==> src/rtl/wb_arbiter_pkg.sv <==
// Shared state and grant encodings for the 2:1 Wishbone arbiter.
package wb_arbiter_pkg;

  localparam int unsigned STATE_W = 2;
  localparam int unsigned GRANT_W = 2;

  typedef logic [STATE_W-1:0] state_t;

  localparam logic [STATE_W-1:0] IDLE = 2'd0;
  localparam logic [STATE_W-1:0] OWN0 = 2'd1;
  localparam logic [STATE_W-1:0] OWN1 = 2'd2;

  localparam logic [GRANT_W-1:0] GRANT_IDLE = 2'b00;
  localparam logic [GRANT_W-1:0] GRANT_M0   = 2'b01;
  localparam logic [GRANT_W-1:0] GRANT_M1   = 2'b10;

  // One-hot owner encoding of a state value.
  function automatic logic [GRANT_W-1:0] grant_of(input logic [STATE_W-1:0] st);
    case (st)
      OWN0:    return GRANT_M0;
      OWN1:    return GRANT_M1;
      default: return GRANT_IDLE;
    endcase
  endfunction

endpackage

==> src/rtl/wb_if.sv <==
// Classic Wishbone bus bundle with master/slave views.
interface wb_if #(
  parameter int unsigned AW = 32,
  parameter int unsigned DW = 32
);
  logic          cyc;
  logic          stb;
  logic          we;
  logic [DW/8-1:0] sel;
  logic [AW-1:0] adr;
  logic [DW-1:0] dat_w;
  logic [DW-1:0] dat_r;
  logic          ack;
  logic          err;

  modport master (output cyc, stb, we, sel, adr, dat_w, input dat_r, ack, err);
  modport slave  (input cyc, stb, we, sel, adr, dat_w, output dat_r, ack, err);
endinterface

==> src/rtl/wb_arbiter_timeout.sv <==
// Stall watchdog: counts unanswered strobe cycles and issues a one-cycle timeout pulse.
module wb_arbiter_timeout
  import wb_arbiter_pkg::*;
#(
  parameter int unsigned TIMEOUT_CYCLES = 255
) (
  input  logic clk,
  input  logic rstn,
  input  logic stb,
  input  logic ack,
  input  logic err,
  input  logic own_change,
  output logic timeout_o
);

  localparam int unsigned CNT_W = $clog2(TIMEOUT_CYCLES + 1);

  logic [CNT_W-1:0] cnt_q;
  logic             stall_c;
  logic             fire_c;

  assign stall_c = stb & ~ack & ~err;
  // The stall that brings the count to TIMEOUT_CYCLES fires the pulse for the next cycle.
  assign fire_c  = stall_c & ~own_change & (cnt_q == CNT_W'(TIMEOUT_CYCLES - 1));

  // Stall counter and registered timeout pulse.
  always_ff @(posedge clk or negedge rstn) begin
    if (!rstn) begin
      cnt_q     <= '0;
      timeout_o <= 1'b0;
    end else begin
      timeout_o <= fire_c;
      if (!stall_c || own_change || fire_c) begin
        cnt_q <= '0;
      end else begin
        cnt_q <= cnt_q + CNT_W'(1);
      end
    end
  end

endmodule

==> src/rtl/wb_arbiter_2x1.sv <==
// Two-master, one-slave Wishbone arbiter with round-robin on contention.
// Optional stall watchdog enabled by defining WB_ARBITER_TIMEOUT_EN.
module wb_arbiter_2x1
  import wb_arbiter_pkg::*;
#(
  parameter int unsigned WB_ADDR_WIDTH  = 32,
  parameter int unsigned WB_DATA_WIDTH  = 32,
  parameter int unsigned TIMEOUT_CYCLES = 255
) (
  input  logic               clk,
  input  logic               rstn,
  wb_if.slave                m0,
  wb_if.slave                m1,
  wb_if.master               s,
  output logic [GRANT_W-1:0] grant_o,
  output logic               timeout_o
);

  state_t state_q;
  state_t state_d;
  logic   last_q;   // 1: m1 was granted last, so m0 wins the next tie
  logic   last_d;
  logic   force_err_c;
  logic   unused_c;

  // State, round-robin pointer and registered grant.
  always_ff @(posedge clk or negedge rstn) begin
    if (!rstn) begin
      state_q <= IDLE;
      last_q  <= 1'b1;
      grant_o <= GRANT_IDLE;
    end else begin
      state_q <= state_d;
      last_q  <= last_d;
      grant_o <= grant_of(state_d);
    end
  end

  // Next-state: hold owner while its cyc is high, hand over directly on release.
  always_comb begin
    state_d = state_q;
    last_d  = last_q;
    case (state_q)
      IDLE: begin
        if (m0.cyc && m1.cyc) begin
          state_d = last_q ? OWN0 : OWN1;
        end else if (m0.cyc) begin
          state_d = OWN0;
        end else if (m1.cyc) begin
          state_d = OWN1;
        end
      end
      OWN0: begin
        if (!m0.cyc) begin
          state_d = m1.cyc ? OWN1 : IDLE;
        end
      end
      OWN1: begin
        if (!m1.cyc) begin
          state_d = m0.cyc ? OWN0 : IDLE;
        end
      end
      default: state_d = IDLE;
    endcase
    if (state_d == OWN0) begin
      last_d = 1'b0;
    end else if (state_d == OWN1) begin
      last_d = 1'b1;
    end
  end

  // Request mux to the slave and response routing back to the owner only.
  always_comb begin
    s.cyc    = 1'b0;
    s.stb    = 1'b0;
    s.we     = 1'b0;
    s.sel    = '0;
    s.adr    = '0;
    s.dat_w  = '0;
    m0.ack   = 1'b0;
    m0.err   = 1'b0;
    m0.dat_r = '0;
    m1.ack   = 1'b0;
    m1.err   = 1'b0;
    m1.dat_r = '0;
    case (state_q)
      OWN0: begin
        s.cyc    = m0.cyc;
        s.stb    = m0.stb;
        s.we     = m0.we;
        s.sel    = m0.sel;
        s.adr    = m0.adr;
        s.dat_w  = m0.dat_w;
        m0.ack   = s.ack & m0.cyc;
        m0.err   = s.err | force_err_c;
        m0.dat_r = s.dat_r;
      end
      OWN1: begin
        s.cyc    = m1.cyc;
        s.stb    = m1.stb;
        s.we     = m1.we;
        s.sel    = m1.sel;
        s.adr    = m1.adr;
        s.dat_w  = m1.dat_w;
        m1.ack   = s.ack & m1.cyc;
        m1.err   = s.err | force_err_c;
        m1.dat_r = s.dat_r;
      end
      default: ;
    endcase
  end

`ifdef WB_ARBITER_TIMEOUT_EN
  wb_arbiter_timeout #(
    .TIMEOUT_CYCLES(TIMEOUT_CYCLES)
  ) u_timeout (
    .clk       (clk),
    .rstn      (rstn),
    .stb       (s.stb),
    .ack       (s.ack),
    .err       (s.err),
    .own_change(state_d != state_q),
    .timeout_o (timeout_o)
  );
  assign force_err_c = timeout_o;
  assign unused_c    = ^{32'(WB_ADDR_WIDTH), 32'(WB_DATA_WIDTH)};
`else
  assign timeout_o   = 1'b0;
  assign force_err_c = 1'b0;
  assign unused_c    = ^{32'(WB_ADDR_WIDTH), 32'(WB_DATA_WIDTH), 32'(TIMEOUT_CYCLES)};
`endif

endmodule

==> src/flat_wrapper.sv <==
// flat-port wrapper written by rule: the top's interface ports become plain ports
module wb_arbiter_2x1_flat import wb_arbiter_pkg::*;
#(
  parameter int unsigned WB_ADDR_WIDTH  = 32,
  parameter int unsigned WB_DATA_WIDTH  = 32,
  parameter int unsigned TIMEOUT_CYCLES = 255
)
  (clk, rstn, grant_o, timeout_o, m0_cyc, m0_stb, m0_we, m0_sel, m0_adr, m0_dat_w, m0_dat_r, m0_ack, m0_err, m1_cyc, m1_stb, m1_we, m1_sel, m1_adr, m1_dat_w, m1_dat_r, m1_ack, m1_err, s_cyc, s_stb, s_we, s_sel, s_adr, s_dat_w, s_dat_r, s_ack, s_err);
  wb_if #(.AW((32)), .DW((32))) m0_i ();
  wb_if #(.AW((32)), .DW((32))) m1_i ();
  wb_if #(.AW((32)), .DW((32))) s_i ();
  input  logic clk;
  input  logic rstn;
  output logic [GRANT_W-1:0] grant_o;
  output logic timeout_o;
  input wire logic [$bits(m0_i.cyc)-1:0] m0_cyc;
  input wire logic [$bits(m0_i.stb)-1:0] m0_stb;
  input wire logic [$bits(m0_i.we)-1:0] m0_we;
  input wire logic [$bits(m0_i.sel)-1:0] m0_sel;
  input wire logic [$bits(m0_i.adr)-1:0] m0_adr;
  input wire logic [$bits(m0_i.dat_w)-1:0] m0_dat_w;
  output wire logic [$bits(m0_i.dat_r)-1:0] m0_dat_r;
  output wire logic [$bits(m0_i.ack)-1:0] m0_ack;
  output wire logic [$bits(m0_i.err)-1:0] m0_err;
  input wire logic [$bits(m1_i.cyc)-1:0] m1_cyc;
  input wire logic [$bits(m1_i.stb)-1:0] m1_stb;
  input wire logic [$bits(m1_i.we)-1:0] m1_we;
  input wire logic [$bits(m1_i.sel)-1:0] m1_sel;
  input wire logic [$bits(m1_i.adr)-1:0] m1_adr;
  input wire logic [$bits(m1_i.dat_w)-1:0] m1_dat_w;
  output wire logic [$bits(m1_i.dat_r)-1:0] m1_dat_r;
  output wire logic [$bits(m1_i.ack)-1:0] m1_ack;
  output wire logic [$bits(m1_i.err)-1:0] m1_err;
  output wire logic [$bits(s_i.cyc)-1:0] s_cyc;
  output wire logic [$bits(s_i.stb)-1:0] s_stb;
  output wire logic [$bits(s_i.we)-1:0] s_we;
  output wire logic [$bits(s_i.sel)-1:0] s_sel;
  output wire logic [$bits(s_i.adr)-1:0] s_adr;
  output wire logic [$bits(s_i.dat_w)-1:0] s_dat_w;
  input wire logic [$bits(s_i.dat_r)-1:0] s_dat_r;
  input wire logic [$bits(s_i.ack)-1:0] s_ack;
  input wire logic [$bits(s_i.err)-1:0] s_err;
  assign m0_i.cyc = m0_cyc;
  assign m0_i.stb = m0_stb;
  assign m0_i.we = m0_we;
  assign m0_i.sel = m0_sel;
  assign m0_i.adr = m0_adr;
  assign m0_i.dat_w = m0_dat_w;
  assign m0_dat_r = m0_i.dat_r;
  assign m0_ack = m0_i.ack;
  assign m0_err = m0_i.err;
  assign m1_i.cyc = m1_cyc;
  assign m1_i.stb = m1_stb;
  assign m1_i.we = m1_we;
  assign m1_i.sel = m1_sel;
  assign m1_i.adr = m1_adr;
  assign m1_i.dat_w = m1_dat_w;
  assign m1_dat_r = m1_i.dat_r;
  assign m1_ack = m1_i.ack;
  assign m1_err = m1_i.err;
  assign s_cyc = s_i.cyc;
  assign s_stb = s_i.stb;
  assign s_we = s_i.we;
  assign s_sel = s_i.sel;
  assign s_adr = s_i.adr;
  assign s_dat_w = s_i.dat_w;
  assign s_i.dat_r = s_dat_r;
  assign s_i.ack = s_ack;
  assign s_i.err = s_err;
  wb_arbiter_2x1 #(.WB_ADDR_WIDTH(WB_ADDR_WIDTH), .WB_DATA_WIDTH(WB_DATA_WIDTH), .TIMEOUT_CYCLES(TIMEOUT_CYCLES)) u_core (.clk(clk), .rstn(rstn), .m0(m0_i), .m1(m1_i), .s(s_i), .grant_o(grant_o), .timeout_o(timeout_o));
endmodule
==> config.mk <==
export PLATFORM = sky130hd
export DESIGN_NAME = wb_arbiter_2x1_flat
export DESIGN_NICKNAME = d
export VERILOG_FILES = /design/src/rtl/wb_arbiter_pkg.sv /design/src/rtl/wb_if.sv /design/src/rtl/wb_arbiter_timeout.sv /design/src/rtl/wb_arbiter_2x1.sv /design/src/flat_wrapper.sv
export SDC_FILE = /design/constraint.sdc
export NUM_CORES = 1
export LEC_CHECK = 0
export CORE_AREA = 2 2 126 128
export DETAILED_ROUTE_END_ITERATION = 7
export DIE_AREA = 0 0 128 130
export SLEW_MARGIN = 20
export SYNTH_ARGS = -nofsm -noshare
export SYNTH_HDL_FRONTEND = slang
export SYNTH_SLANG_ARGS = --single-unit
==> constraint.sdc <==
create_clock -name clk -period 2.15 [get_ports clk]
set_input_delay 0.43 -clock clk [delete_from_list [all_inputs] [get_ports clk]]
set_output_delay 0.43 -clock clk [all_outputs]
set_load 0.01 [all_outputs]
==> summary.md <==
| Metric | Value |
|---|---|
| Crit Path Category | `flop to primary output` |
| DRT Pass-1 Iters | `4` |
| Final setup violating endpoints | `3` |
| Sequential area share after synthesis | `between 6 and 7%` |
| Post-route design area | `~5500 um2` |
| Synth top area cells | `a22oi_1, nor2b_1, and2_1, dfrtp_1, ha_1` |
| Core area | `~15,000 um2` |
| Total number of vias | `3,338` |
| Max-slew violations | `0` |
| Die Ht | `about 130 um` |
| Failing checks | `negative setup slack` |
| Min cycle time layout | `approximately 2.2 ns` |
| Setup_tns | `-0.0421 ns` |
| Layout area overhead | `186%` |
| Overflow after GRT | `0` |
| Max clock buf depth | `2` |
| Cell taking the most area after synthesis | `a22oi_1` |
| Die width | `about 130 um` |
| Layout cells sized above 1 | `31.2%` |
| DRT iter0 DRCs | `79` |
| Largest net degree at the start of global routing | `32` |
| Crit path DAT | `roughly 1.8 ns` |
| Routed Antenna Nets | `0` |
| Worst setup SP type | `flop` |
| Initial Util | `12.6%` |
| Cells after synthesis | `around 280` |
| Layout fillers | `around 1,600` |
| GP Congestion | `between 0.8 and 0.9` |
| Max Cap Violations | `0` |
| Post-CTS Hold Buffers | `0` |
| Peak VDD IR | `between 0.0004 and 0.0005 V` |
| Total Wirelength | `13,000 um` |
| Post-DP HPWL | `slightly below 10,000 um` |
| Worst-path clk slew | `0.03 ns` |
| CTS Buf Count | `3` |
| Diodes inserted | `0` |
| Synth top area share | `between 20 and 30%` |
| Distinct cells, synth | `27` |
| Final Util | `about 36%` |
| Fmax | `459 MHz` |
| DRC Markers | `0` |
| TritonCTS clock tree | `yes` |
| Register bit total from synthesis | `5` |
| Input/output buffers | `318` |
| RSZ-0062 raised after global routing | `true` |
| Syn Nets | `between 400 and 500` |
| First-pass GRT wire length | `roughly 18,000 um` |
| I/O Pins | `320` |
| Most frequent cells in the layout | `clkdlybuf4s50_1, nor2b_1, and2_1` |
| Placement Rows | `46` |
| Syn Area/Cell | `approximately 6.9 um2` |
| Final period utilization | `101%` |
| Clk_skew | `approximately 0.0015 ns` |
| CTS H-tree depth | `1` |
| Hold/Removal Path Class | `input port to async pin` |
| WP data required | `between 1.5 and 2 ns` |
| Cell area after synthesis | `1940 um2` |
| Clock sink count | `5` |
| Synth warnings | `0` |
| DR vias/cell | `between 4 and 5` |
| Routed len/inst | `about 16 um` |
| Worst-skew pair later-pin latency | `~0.23 ns` |
| Number of global-route vias before repair | `3,209` |
| Outcome | `finished with violations` |
| PD cells | `roughly 1000 nW/um2` |
| Power, Total | `5.65 mW` |
| Final worst slack | `-0.0292 ns` |
| Static Leak | `between 2 and 2.5 nW` |
| All-Layer GR Usage | `between 10% and 20%` |
| Critical Path Fanout Max | `21` |
| Final nets | `793` |
| Total Die Area | `16,600 um2` |
| Commonest non-fill, non-tap cell in the layout | `clkdlybuf4s50_1` |
| Dpl cell area | `between 5000 and 6000 um2` |
| Hold Violations, Final | `0` |
| CP endpoint kind | `primary output` |
| Clock Root Buffer | `clkbuf_16` |
| Antenna violations before repair | `0` |
-- final timing paths --
check	cells after the start	slack, ns	endpoint	startpoint
max	7	-0.03	s_sel[1]	u_core.state_q[0]
min	1	0.43	u_core.grant_o[0]	rstn
max reg2reg	10	0.06	u_core.last_q	u_core.state_q[0]
min reg2reg	2	0.47	u_core.last_q	u_core.last_q
max in group asynchronous	1	1.46	u_core.last_q	rstn
min in group clk	2	0.47	u_core.last_q	u_core.last_q
-- power by group --
group	switching [mW]	internal (mW)	leakage, nW	total (mW)
combinational	2.43	2.75	2.29	5.18
sequential	0.0211	0.145	0.0620	0.166
clock	0.0586	0.246	0.0382	0.304
-- per-layer routing --
metal | track usage (%) | part of all wire, % | up-vias
li1 | - | - | 1626
met5 | 0 | 0 | -
met4 | 1.62 | 0.62 | 0
met2 | 25.0 | 54 | 134
met3 | 1.93 | 5.3 | 10
met1 | 16.5 | 40 | 1568
-- worst max-delay path, cell delays in order (launching register included) --
cell	delay, ns
dfrtp_1	0.39
buf_6	0.13
ha_4	0.18
buf_12	0.13
buf_12	0.15
a22oi_1	0.17
nor2b_1	0.06
dlygate4sd2_1	0.29
-- cells by family after synthesis --
group	synth area share, %
AO/OA/AOI/OAI	31.9
AND/OR/NAND/NOR	46.7
flip-flops	6.53
buffers and inverters	9.50
adder cells (fa/ha/maj)	5.17
other	0.194
-- flip-flops by register name, summed over array words and instances (netlist names) --
signal / flops
u_core.grant_o: 2
u_core.last_q: 1
u_core.state_q: 2
-- stage by stage --
| step | hold slack (ns) | instances | worst slack [ns] |
|---|---|---|---|
| after floorplan | 0.134 | 279 | 0.287 |
| after global placement | 0.466 | 775 | -0.102 |
| after detailed placement | 0.476 | 775 | -0.0785 |
| after CTS | 0.435 | 787 | -0.110 |
| after global routing | 0.449 | 798 | -0.0961 |
| final | 0.431 | 798 | -0.0292 |
-- what timing repair did --
item | CTS | global route
endpoints found under the setup margin | 139 | 100
cloned | 3 | 2
buffers inserted | 5 | 10
pin swaps | 2 | 7
resized for setup | 270 | 164
-- cell type report --
cell class	instances	area, um2	area share (%)
Clock buffer	4	78.8	1.42
Timing Repair Buffer	356	3200	57.7
Sequential cell	5	126	2.28
Multi-Input combinational cell	237	1890	34.0
Tap cell	192	240	4.33
Inverter	4	15.0	0.271
-- Yosys cell counts (all sizes together) --
cell type	instances
and2	66
o21ai	2
conb	1
inv	4
and3	2
a311oi	1
nor2b	71
dfrtp	4
nand3	1
o21bai	1
dfstp	1
a2bb2oi	1
a311o	1
a21oi	1
nand2	3
ha	8
nor2	1
clkbuf	14
buf	19
o22ai	1
o22a	2
nand2b	2
a22oi	72
Power figures use the tool's default switching activity.
